$ cat config.mk
export PLATFORM = sky130hd
export DESIGN_NAME = ssd_scan_driver
export DESIGN_NICKNAME = d
export VERILOG_FILES = /design/src/rtl/ssd_scan_driver.sv
export SDC_FILE = /design/constraint.sdc
export NUM_CORES = 1
export LEC_CHECK = 0
export CAP_MARGIN = 20
export CORE_ASPECT_RATIO = 0.7
export CORE_MARGIN = 5
export CORE_UTILIZATION = 65
export DETAILED_ROUTE_END_ITERATION = 12
export DONT_BUFFER_PORTS = 1
export PLACE_DENSITY = 0.79
export REMOVE_ABC_BUFFERS = 1
export SLEW_MARGIN = 30
export SYNTH_ARGS = -nofsm -noshare
export SYNTH_HDL_FRONTEND = slang
export SYNTH_SLANG_ARGS = --single-unit
$ cat constraint.sdc
create_clock -name clock -period 5.57 [get_ports clock]
set_clock_uncertainty 0.2 [all_clocks]
set_input_delay 1.3925 -clock clock [delete_from_list [all_inputs] [get_ports clock]]
set_output_delay 1.3925 -clock clock [all_outputs]
set_load 0.02 [all_outputs]
$ cat src/rtl/ssd_scan_driver.sv
// Multiplexed seven-segment scan driver with double-buffered frames,
// per-digit blink, decimal points, PWM brightness and a frame-done strobe.
module ssd_scan_driver #(
    parameter int NUM_DIGITS   = 8,
    parameter int REFRESH_BITS = 17,
    parameter int BLINK_BITS   = 26
) (
    input  logic                    clock,
    input  logic                    reset,
    input  logic [5*NUM_DIGITS-1:0] digit_data,
    input  logic [NUM_DIGITS-1:0]   dp_mask,
    input  logic [NUM_DIGITS-1:0]   blink_mask,
    input  logic [3:0]              brightness,
    input  logic                    load,
    output logic [NUM_DIGITS-1:0]   anode,
    output logic [6:0]              cathode,
    output logic                    dp,
    output logic                    frame_done
);

    localparam int IDX_W = (NUM_DIGITS > 1) ? $clog2(NUM_DIGITS) : 1;
    localparam logic [IDX_W-1:0] LAST_IDX = IDX_W'(NUM_DIGITS - 1);
    localparam logic [4:0] GLYPH_BLANK = 5'h14;
    localparam logic [6:0] SEG_OFF = 7'h7F;

    function automatic logic [6:0] seg_decode(input logic [4:0] code);
        logic [6:0] seg;
        case (code)
            5'h00:   seg = 7'b0000001;
            5'h01:   seg = 7'b1001111;
            5'h02:   seg = 7'b0010010;
            5'h03:   seg = 7'b0000110;
            5'h04:   seg = 7'b1001100;
            5'h05:   seg = 7'b0100100;
            5'h06:   seg = 7'b0100000;
            5'h07:   seg = 7'b0001111;
            5'h08:   seg = 7'b0000000;
            5'h09:   seg = 7'b0000100;
            5'h0A:   seg = 7'b0001000;
            5'h0B:   seg = 7'b1100000;
            5'h0C:   seg = 7'b0110001;
            5'h0D:   seg = 7'b1000010;
            5'h0E:   seg = 7'b0110000;
            5'h0F:   seg = 7'b0111000;
            5'h10:   seg = 7'b1111110;
            5'h11:   seg = 7'b1111001;
            5'h12:   seg = 7'b1000001;
            5'h13:   seg = 7'b1110001;
            default: seg = 7'b1111111;
        endcase
        return seg;
    endfunction

    logic [REFRESH_BITS-1:0] r_dwell_cnt;
    logic [IDX_W-1:0]        r_digit_idx;
    logic [BLINK_BITS-1:0]   r_blink_cnt;

    logic [4:0]              r_pend_glyph [NUM_DIGITS];
    logic [NUM_DIGITS-1:0]   r_pend_dp;
    logic [NUM_DIGITS-1:0]   r_pend_blink;
    logic [4:0]              r_act_glyph  [NUM_DIGITS];
    logic [NUM_DIGITS-1:0]   r_act_dp;
    logic [NUM_DIGITS-1:0]   r_act_blink;

    logic [NUM_DIGITS-1:0]   r_anode;
    logic [6:0]              r_cathode;
    logic                    r_dp;
    logic                    r_frame_done;

    logic [4:0]              w_in_glyph   [NUM_DIGITS];
    logic                    w_dwell_wrap;
    logic                    w_commit;
    logic [3:0]              w_level;
    logic                    w_blink_off;
    logic                    w_on;
    logic [NUM_DIGITS-1:0]   w_onehot_n;

    always_comb begin
        for (int i = 0; i < NUM_DIGITS; i++) begin
            w_in_glyph[i] = digit_data[5*i +: 5];
        end
    end

    // The commit is the last dwell clock of the last digit: the frame boundary.
    assign w_dwell_wrap = &r_dwell_cnt;
    assign w_commit     = w_dwell_wrap && (r_digit_idx == LAST_IDX);
    assign w_level      = r_dwell_cnt[REFRESH_BITS-1 -: 4];
    assign w_blink_off  = r_act_blink[r_digit_idx] & r_blink_cnt[BLINK_BITS-1];
    assign w_on         = (w_level <= brightness) && !w_blink_off;
    assign w_onehot_n   = ~(NUM_DIGITS'(1) << r_digit_idx);

    always_ff @(posedge clock) begin
        if (!reset) begin
            r_dwell_cnt <= '0;
            r_digit_idx <= '0;
            r_blink_cnt <= '0;
        end else begin
            r_dwell_cnt <= r_dwell_cnt + 1'b1;
            r_blink_cnt <= r_blink_cnt + 1'b1;
            if (w_dwell_wrap) begin
                r_digit_idx <= (r_digit_idx == LAST_IDX) ? '0 : r_digit_idx + 1'b1;
            end
        end
    end

    // A load coinciding with the commit goes straight into the active buffer.
    always_ff @(posedge clock) begin
        if (!reset) begin
            for (int i = 0; i < NUM_DIGITS; i++) begin
                r_pend_glyph[i] <= GLYPH_BLANK;
                r_act_glyph[i]  <= GLYPH_BLANK;
            end
            r_pend_dp    <= '0;
            r_pend_blink <= '0;
            r_act_dp     <= '0;
            r_act_blink  <= '0;
        end else begin
            if (load) begin
                r_pend_glyph <= w_in_glyph;
                r_pend_dp    <= dp_mask;
                r_pend_blink <= blink_mask;
            end
            if (w_commit) begin
                r_act_glyph <= load ? w_in_glyph : r_pend_glyph;
                r_act_dp    <= load ? dp_mask    : r_pend_dp;
                r_act_blink <= load ? blink_mask : r_pend_blink;
            end
        end
    end

    always_ff @(posedge clock) begin
        if (!reset) begin
            r_anode      <= '1;
            r_cathode    <= SEG_OFF;
            r_dp         <= 1'b1;
            r_frame_done <= 1'b0;
        end else begin
            r_frame_done <= w_commit;
            if (w_on) begin
                r_anode   <= w_onehot_n;
                r_cathode <= seg_decode(r_act_glyph[r_digit_idx]);
                r_dp      <= ~r_act_dp[r_digit_idx];
            end else begin
                r_anode   <= '1;
                r_cathode <= SEG_OFF;
                r_dp      <= 1'b1;
            end
        end
    end

    assign anode      = r_anode;
    assign cathode    = r_cathode;
    assign dp         = r_dp;
    assign frame_done = r_frame_done;

endmodule

After elaboration in Yosys (flattened, before gate mapping)
Memory sizes are Yosys's and may differ from the RTL's. A register that Yosys moved wholly into a read port is not among the register bits.
Index checks and enable logic that the tools add are counted.
{ "totals": {"wordCells": 56, "out_inout_bits": 17, "ramBits": 0, "romBits": 224, "n_memories": 1, "ff_bits": 168, "latchBits": 0} }
{ "mem_list": {"columns": ["memory", "depth", "width", "read_ports", "rd_ports_with_merged_regs", "write_ports", "line_no", "text"], "rows": [
  ["(no name shown)", 32, 7, 1, 1, 0, "28", "case (code)"]
]} }
{ "classes": {"n_reduce_logical": 6, "n_mul": 0, "bitwise_logic": 4, "n_eq_ne": 1, "add_sub_neg": 3, "n_div": 0, "shift": 1, "mux": 11, "order_cmp": 3} }
{ "op_table": {"columns": ["cell", "count"], "rows": [
  ["two-way mux 40 bit", 1],
  ["adder 26 x 1 -> 26 bit (second input constant)", 1],
  ["adder 17 x 1 -> 17 bit (second input constant)", 1],
  ["AND reduction 17 bit", 1],
  ["two-way mux 8 bit", 2],
  ["binary-select mux 5 bit (select 3 bit)", 1],
  ["two-way mux 5 bit", 2],
  ["inverter 8 bit", 1],
  ["left shift 1 x 3 -> 8 bit (first input constant)", 1],
  ["binary-select mux 1 bit (select 3 bit)", 2],
  [">= comparator 4 bit (second input constant)", 1],
  ["less-or-equal comparator 4 bit", 1],
  ["less-than comparator 3 x 4 -> 1 bit (second input constant)", 1],
  ["inverter 3 -> 4 bit", 1],
  ["adder 3 x 1 -> 3 bit (second input constant)", 1],
  ["== test 3 bit (second input constant)", 1],
  ["two-way mux 3 bit", 1],
  ["logical AND 1 bit", 2],
  ["logical NOT 1 bit", 2],
  ["two-way mux 1 bit", 2],
  ["AND reduction 2 bit", 1],
  ["AND 1 bit", 1],
  ["inverter 1 bit", 1]
]} }

Depth between registers and ports, before layout
Gate-level depths: netlist (run 1).
{ "logic_depth": {"ltp_word": 7, "mapped_depth": 11, "depth_no_buf": 8} }

Worst setup path before layout (run 1)
Ideal clock, no wire load.
{ "synth_path": {"path_type": "in2reg", "startpoint": "input brightness[1]", "endpoint": "register r_cathode[0], in the netlist cathode[0]", "stages": 8, "n_path_buf": 1, "required_time_ps": 5232, "slack_ps": 2389, "arrival_ps": 2843, "cell_sequence": "inv_1 -> ha_1 -> nor2b_1 -> o21a_1 -> o21a_1 -> o21ai_1 -> clkbuf_1 -> o211ai_1"} }
{ "synth_via": {"elab_chain_cells": 4} }
{ "synth_rtl": {"columns": ["item", "line_no", "text"], "rows": [
  ["start: declaration", "13", "input logic [3:0] brightness,"],
  ["less-or-equal comparator 4 bit", "89", "assign w_on = (w_level <= brightness) && !w_blink_off;"],
  ["logical AND 1 bit", "89", null],
  ["AND reduction 2 bit (no line)", null, null],
  ["logical NOT 1 bit (no line)", null, null],
  ["end: declaration", "66", "logic [6:0] r_cathode;"]
]} }
Every way passes these cells.
A chain may end at the register's enable or synchronous reset.

Worst setup path after layout (run 1)
{ "layout_path": {"startpoint": "register r_digit_idx[1]", "endpoint": "register r_cathode[2], in the netlist cathode[2]"} }
{ "layout_via": {"elab_chain_cells": 7, "word_cells_on_any_way": 11, "classes_between": "5 x mux; 2 x bitwise; 4 x reduce/logical"} }
{ "layout_rtl": {"columns": ["item", "line_no", "text"], "rows": [
  ["start: declaration", "55", "logic [IDX_W-1:0] r_digit_idx;"],
  ["start signal: assignment", "101", "r_digit_idx <= (r_digit_idx == LAST_IDX) ? '0 : r_digit_idx + 1'b1;"],
  ["binary-select mux 1 bit (select 3 bit)", "88", "assign w_blink_off = r_act_blink[r_digit_idx] & r_blink_cnt[BLINK_BITS-1];"],
  ["two-way mux 1 bit (not written as such)", "88", null],
  ["AND 1 bit", "88", null],
  ["logical NOT 1 bit", "89", null],
  ["logical AND 1 bit", "89", null],
  ["AND reduction 2 bit (no line)", null, null],
  ["logical NOT 1 bit (no line)", null, null]
]} }
Parallel ways exist; a longest one is shown, timed or not. The select of a mux whose other input is x is not followed.

==> results of run 1 <==
## layer usage
| layer | share of wire | GRT usage | vias up |
|---|---|---|---|
| met2 | 0.45 | 0.343 | 116 |
| li1 | - | - | 2413 |
| met3 | 0.068 | 0.0695 | 23 |
| met1 | 0.47 | 0.295 | 2275 |
| met4 | 0.018 | 0.0728 | 0 |
| met5 | 0 | 0 | - |
## worst max-delay path, delay by kind of cell, from the launching register on
kind / cells / cell delay, ns
flops: 1 / 0.94
mux: 3 / 0.91
compound gates: 2 / 0.44
fa+ha+maj: 1 / 0.28
buf+inv: 2 / 0.20
## cells by family after synthesis
group,share of synthesized area
adder cells (fa/ha/maj),0.0331
AO/OA/AOI/OAI,0.0771
AND/OR/NAND/NOR,0.179
XOR/XNOR,0.0353
flip-flops,0.487
buffers and inverters,0.0386
multiplexers,0.149
## area by class of cell
class | count | share of cell area
repair buffers | 3 | 0.00286
well taps | 153 | 0.0243
inverters | 23 | 0.0110
flip-flops and latches | 175 | 0.444
multi-input cells | 475 | 0.433
clock buffers | 18 | 0.0557
clock inverters | 14 | 0.0290
## flip-flops by register name (all words and copies together) (netlist names)
name	cells
r_dwell_cnt	17
r_blink_cnt	26
r_act_glyph	40
dp	1
r_pend_glyph	40
r_pend_dp	8
anode	8
r_act_dp	8
frame_done	1
r_act_blink	8
r_digit_idx	3
r_pend_blink	8
cathode	7
## synthesized netlist by cell type (all sizes together), types with 7 or more instances
cell type,count
dfxtp,175
nand2,79
mux2i,68
o21ai,51
nor2b,45
and2,32
clkbuf,30
inv,22
nor2,21
ha,19
nand3,19
xnor2,19
a21oi,17
nand4,16
mux4,14
buf,12
or3,12
nor3,11
a21boi,10
xor2,10
nor4,7
## final timing paths
kind                                      start              end  slack, ns  cells after the start
worst max-delay path             r_digit_idx[1]       cathode[2]       2.44                      8
worst min-delay path            r_act_glyph[35]  r_act_glyph[35]       0.25                      2
worst max register to register   r_digit_idx[1]       cathode[2]       2.44                      8
worst min register to register  r_act_glyph[35]  r_act_glyph[35]       0.25                      2
## report_power, final
| part | leakage [nW] | switching (mW) | total, mW | internal [mW] |
|---|---|---|---|---|
| logic | 1.29 | 0.0365 | 0.0724 | 0.0359 |
| registers | 1.42 | 0.0110 | 1.29 | 1.28 |
| clock network | 0.325 | 0.507 | 1.32 | 0.817 |
## per-stage QoR
stage,area (um2),utilization,total power [mW],hold WS (ns)
finish,7880,0.721,2.69,0.252
global route,7880,0.721,2.78,0.282
CTS,7880,0.721,2.70,0.254
detailed placement,7210,0.660,1.39,0.239
global placement,7210,0.660,1.39,0.232
floorplan,7000,-,1.37,0.220
==> run_results.csv, run 1 <==
group,metric,value,unit
timing,setup_tns,0,ns
drt,dr.pass1.iters,4,
critical_path,cpMostUsedCell,"inv_1",
synth,synth_enable_flop_cells,0,
cells_and_area,regArea,0.00350,mm2
global_route,grt_start_max_net_pins,108,
floorplanning,core_area,0.0109,mm2
global_route,antenna_found_initial,0,
synth,yosysWarnings,0,
critical_path,cp_max_fo,18,
cells_and_area,final_layout_size_suffix_gt1_frac,0.0833,
cells_and_area,diodes,0,
timing,period_share,0.562,
timing,drv_slew,0,
run_status,status,"completed",
placed_design,dp_hpwl,9.22,mm
clock_network,root_buffer,"clkbuf_16",
floorplanning,start_util,0.658,
clock_network,cts_made_buffers,17,
clock_network,clkLatencyLatePin,0.42,ns
clock_network,cts_tree,"done",
cells_and_area,syn2layout_area_growth,9.66,%
drt,drt-total-wl,14.1,mm
floorplanning,fp.dieH,98.0,um
clock_network,cts_resized,0,
synth,synth.area.top_cells,"dfxtp_1 49%, mux2i_1 8.8%, nand2_1 4.1%, nor2b_1 3.9%, mux4_2 3.8%",
cells_and_area,final_cells,861,
floorplanning,pin_count,80,
critical_path,critPathSlowestCell,"dfxtp_1",
cells_and_area,fin_nets,777,
synth,syn_area,0.00719,mm2
timing,rsz0062_at_grt,"false",
synth,synth_top_area_cell,"dfxtp_1",
drt,drt_iter0_drc,328,
drt,via_per_inst,5.61,
placed_design,port_buffers,0,
synth,syn_inst,715,
synth,synth-seq-cells,175,
synth,synthDistinctLibCells,46,
synth,syn_avg_cell_area,10.1,um2
clock_network,ctsHoldBuffers,0,
global_route,grt_overflow,0,
global_route,track_usage,0.221,
clock_network,cts_setup_buffers,0,
timing,worst_pin_slew,0.946,ns
global_route,grt_pass1_vias,4816,
clock_network,cts.sinks,175,
cells_and_area,multi_input_area,0.00341,mm2
timing,finalSetupViolations,0,
floorplanning,dieArea,0.0133,mm2
timing,fmax,0.320,GHz
critical_path,crit_path_start_kind,"flop",
cells_and_area,final_cell_mix,"175 x dfxtp_1, 78 x nand2_1, 63 x mux2i_1",
clock_network,cts.clk_slew.worst_paths,0.06,ns
drt,wl_per_cell,16.3,um
cells_and_area,nFillCells,781,
synth,synth_top_cell_area_share,0.487,
placed_design,place_congestion,0.874,
critical_path,max_stage_delay,0.94,ns
critical_path,required,5.63,ns
critical_path,cp-end-kind,"flop",
critical_path,path_cells,"mux4_2, mux2i_2, inv_1, ha_1, inv_1, mux2i_1, a221oi_1, o211ai_1",
timing,hold_viol_final,0,
placed_design,dp_cells,829,
timing,maxSlewHeadroom,0.368,
synth,seq_area_frac_synth,0.487,
synth,synth_top_flop_cell,"dfxtp_1",
synth,async_flop_share,0,
global_route,grt_pass1_wl,23.4,mm
job,maxCapViolations,0,
cells_and_area,layout_commonest_cell,"dfxtp_1",
drt,vias,4827,
clock_network,clockBufferDepth,2,
timing,period_needed,3.13,ns
critical_path,cp_data_arrival_time,3.19,ns
min_path,hp-class,"reg2reg",
timing,setup_ws,2.44,ns
placed_design,dp_slack,2.03,ns
clock_network,htreeDepth,4,
pwr,pwr_density_cell,341,mW/mm2
critical_path,crit_type,"reg2reg",
floorplanning,die_w,136,um
drt,ant_nets,0,
floorplanning,row_count,32,
pwr,leakagePower,3.04,nW
drt,drcViolationCount,0,
pwr,peakVddDrop,0.232,mV
Power figures use the tool's default switching activity.
==> run 2, diff against run 1 <==
--- a/config.mk
+++ b/config.mk
@@ -8,10 +8,10 @@
 export CAP_MARGIN = 20
 export CORE_ASPECT_RATIO = 0.7
 export CORE_MARGIN = 5
-export CORE_UTILIZATION = 65
+export CORE_UTILIZATION = 57
 export DETAILED_ROUTE_END_ITERATION = 12
 export DONT_BUFFER_PORTS = 1
-export PLACE_DENSITY = 0.79
+export PLACE_DENSITY = 0.73
 export REMOVE_ABC_BUFFERS = 1
 export SLEW_MARGIN = 30
 export SYNTH_ARGS = -nofsm -noshare
==> constraint.sdc (replaced) <==
create_clock -name clock -period 2.85 [get_ports clock]
set_clock_uncertainty 0.2 [all_clocks]
set_input_delay 0.7125 -clock clock [delete_from_list [all_inputs] [get_ports clock]]
set_output_delay 0.7125 -clock clock [all_outputs]
set_load 0.02 [all_outputs]
==> run_results.csv, run 2 (synthesis results as in run 1) <==
group,metric,value,unit
drt,drt-met1-wl,6.66,mm
clock_network,clkLatencyLatePin,0.42,ns
clock_network,ctsHoldBuffers,0,
drt,via_per_inst,5.55,
drt,ant_nets,0,
min_path,hp-class,"in2reg",
cells_and_area,largestRegisters,"r_act_glyph (40), r_pend_glyph (40), r_blink_cnt (26)",
drt,wl_per_cell,16.1,um
pwr,intPower,3.90,mW
cells_and_area,final_cell_mix,"175 x dfxtp_1, 77 x nand2_1, 63 x mux2i_1",
run_status,status,"completed",
cells_and_area,syn2layout_area_growth,10.1,%
pwr,pwr_density_cell,634,mW/mm2
clock_network,cts_tree,"done",
drt,vias,4888,
global_route,antenna_found_initial,1,
timing,hold_viol_final,0,
drt,wl_met2,6.39,mm
critical_path,path_cells,"buf_4, mux4_2, mux2i_4, ha_1, inv_1, mux2i_1, a221oi_1, o211ai_1",
placed_design,dp_hpwl,9.53,mm
critical_path,cp_data_arrival_time,2.70,ns
timing,drv_slew,0,
clock_network,cts.clk_slew.worst_paths,0.07,ns
job,maxCapViolations,0,
timing,fmax,0.386,GHz
pwr,peakVddDrop,0.399,mV
global_route,grt_pass1_vias,4894,
cells_and_area,fin_nets,787,
placed_design,place_congestion,0.885,
timing,maxSlewHeadroom,0.624,
timing,period_share,0.909,
drt,drt_iter0_drc,253,
drt,drt-total-wl,14.1,mm
pwr,p_total,5.02,mW
floorplanning,start_util,0.581,
pwr,p_comb_frac,0.028,
timing,worst_pin_slew,0.564,ns
drt,wl_met3,938,um
critical_path,crit_type,"reg2reg",
timing,rsz0062_at_grt,"false",
critical_path,crit_path_start_kind,"flop",
floorplanning,pin_count,80,
floorplanning,fp.dieH,104,um
pwr,clockPowerShare,0.470,
clock_network,clockBufferDepth,2,
floorplanning,die_w,144,um
cells_and_area,final_cells,880,
pwr,power.switching,1.12,mW
clock_network,cts.sinks,175,
critical_path,required,2.96,ns
floorplanning,row_count,34,
clock_network,cts_made_buffers,17,
drt,top_layer,"met5",
timing,finalSetupViolations,0,
cells_and_area,layout_commonest_cell,"dfxtp_1",
floorplanning,dieArea,0.0150,mm2
critical_path,cp-end-kind,"flop",
cells_and_area,diodes,0,
critical_path,critPathSlowestCell,"mux4_2",
drt,dr.pass1.iters,4,
pwr,leakagePower,3.05,nW
floorplanning,core_area,0.0124,mm2
global_route,grt_pass1_wl,23.7,mm
pwr,seq_power_share,0.502,
cells_and_area,final_layout_size_suffix_gt1_frac,0.100,
placed_design,dp_cells,847,
placed_design,port_buffers,0,
pwr,switching_share,0.224,
drt,drcViolationCount,0,
clock_network,root_buffer,"clkbuf_16",
timing,period_needed,2.59,ns
cells_and_area,fin_util,0.639,
global_route,grt_start_max_net_pins,108,
critical_path,cp_max_fo,9,
clock_network,htreeDepth,4,
timing,setup_tns,0,ns
global_route,track_usage,0.195,
global_route,grt_overflow,0,
critical_path,max_stage_delay,0.56,ns
==> run 2: path summary, 6_finish.rpt <==
path	start	to	slack (ns)	cells past startpoint
max	r_digit_idx[0]	cathode[2]	0.26	8
min	reset	r_pend_glyph[12]	0.21	1
max reg2reg	r_digit_idx[0]	cathode[2]	0.26	8
min reg2reg	r_act_glyph[0]	r_act_glyph[0]	0.26	2
==> run 2: layout make-up <==
cell class | instances | area, um2
sequential | 175 | 3500
clock buffer | 17 | 425
multi-input combinational | 475 | 3420
tap | 162 | 203
timing repair buffer | 13 | 97.6
fill | 978 | 4460
inverter | 23 | 86.3
clock inverter | 15 | 176
==> run 2: worst max-delay path: cells and delay by family (launching register included) <==
family          cells  cell delay [ns]
mux                 3             1.00
flops               1             0.33
fa+ha+maj           1             0.29
compound gates      2             0.38
buf+inv             2             0.27
==> run 2: per-stage QoR <==
step	cell area, um2	hold slack [ns]	setup slack, ns
6_report	7920	0.215	0.261
5_1_grt	7920	0.184	0.0959
4_1_cts	7890	0.173	0.115
3_5_place_dp	7290	0.241	0.179
3_3_place_gp	7290	0.229	0.281
2_1_floorplan	7000	0.220	-0.0908
==> run 2: what timing repair did <==
item                       4_1_cts  5_1_grt
setup endpoints to repair        0       57
hold endpoints to repair         0        0
resized for setup                0        4
setup buffers                    0        1
==> run 2: power by group through the flow <==
stage / combinational, mW / sequential (mW) / clock (mW)
after floorplan: 0.115 / 2.57 / 0
after global placement: 0.140 / 2.57 / 0
after detailed placement: 0.143 / 2.58 / 0
after CTS: 0.145 / 2.52 / 2.39
after global routing: 0.162 / 2.52 / 2.49
final: 0.142 / 2.52 / 2.36
==> run 2: metal layers <==
| layer | vias to the layer above | GRT usage |
|---|---|---|
| li1 | 2435 | - |
| met1 | 2335 | 0.263 |
| met2 | 103 | 0.301 |
| met3 | 13 | 0.0625 |
| met4 | 2 | 0.0526 |
| met5 | - | 0 |
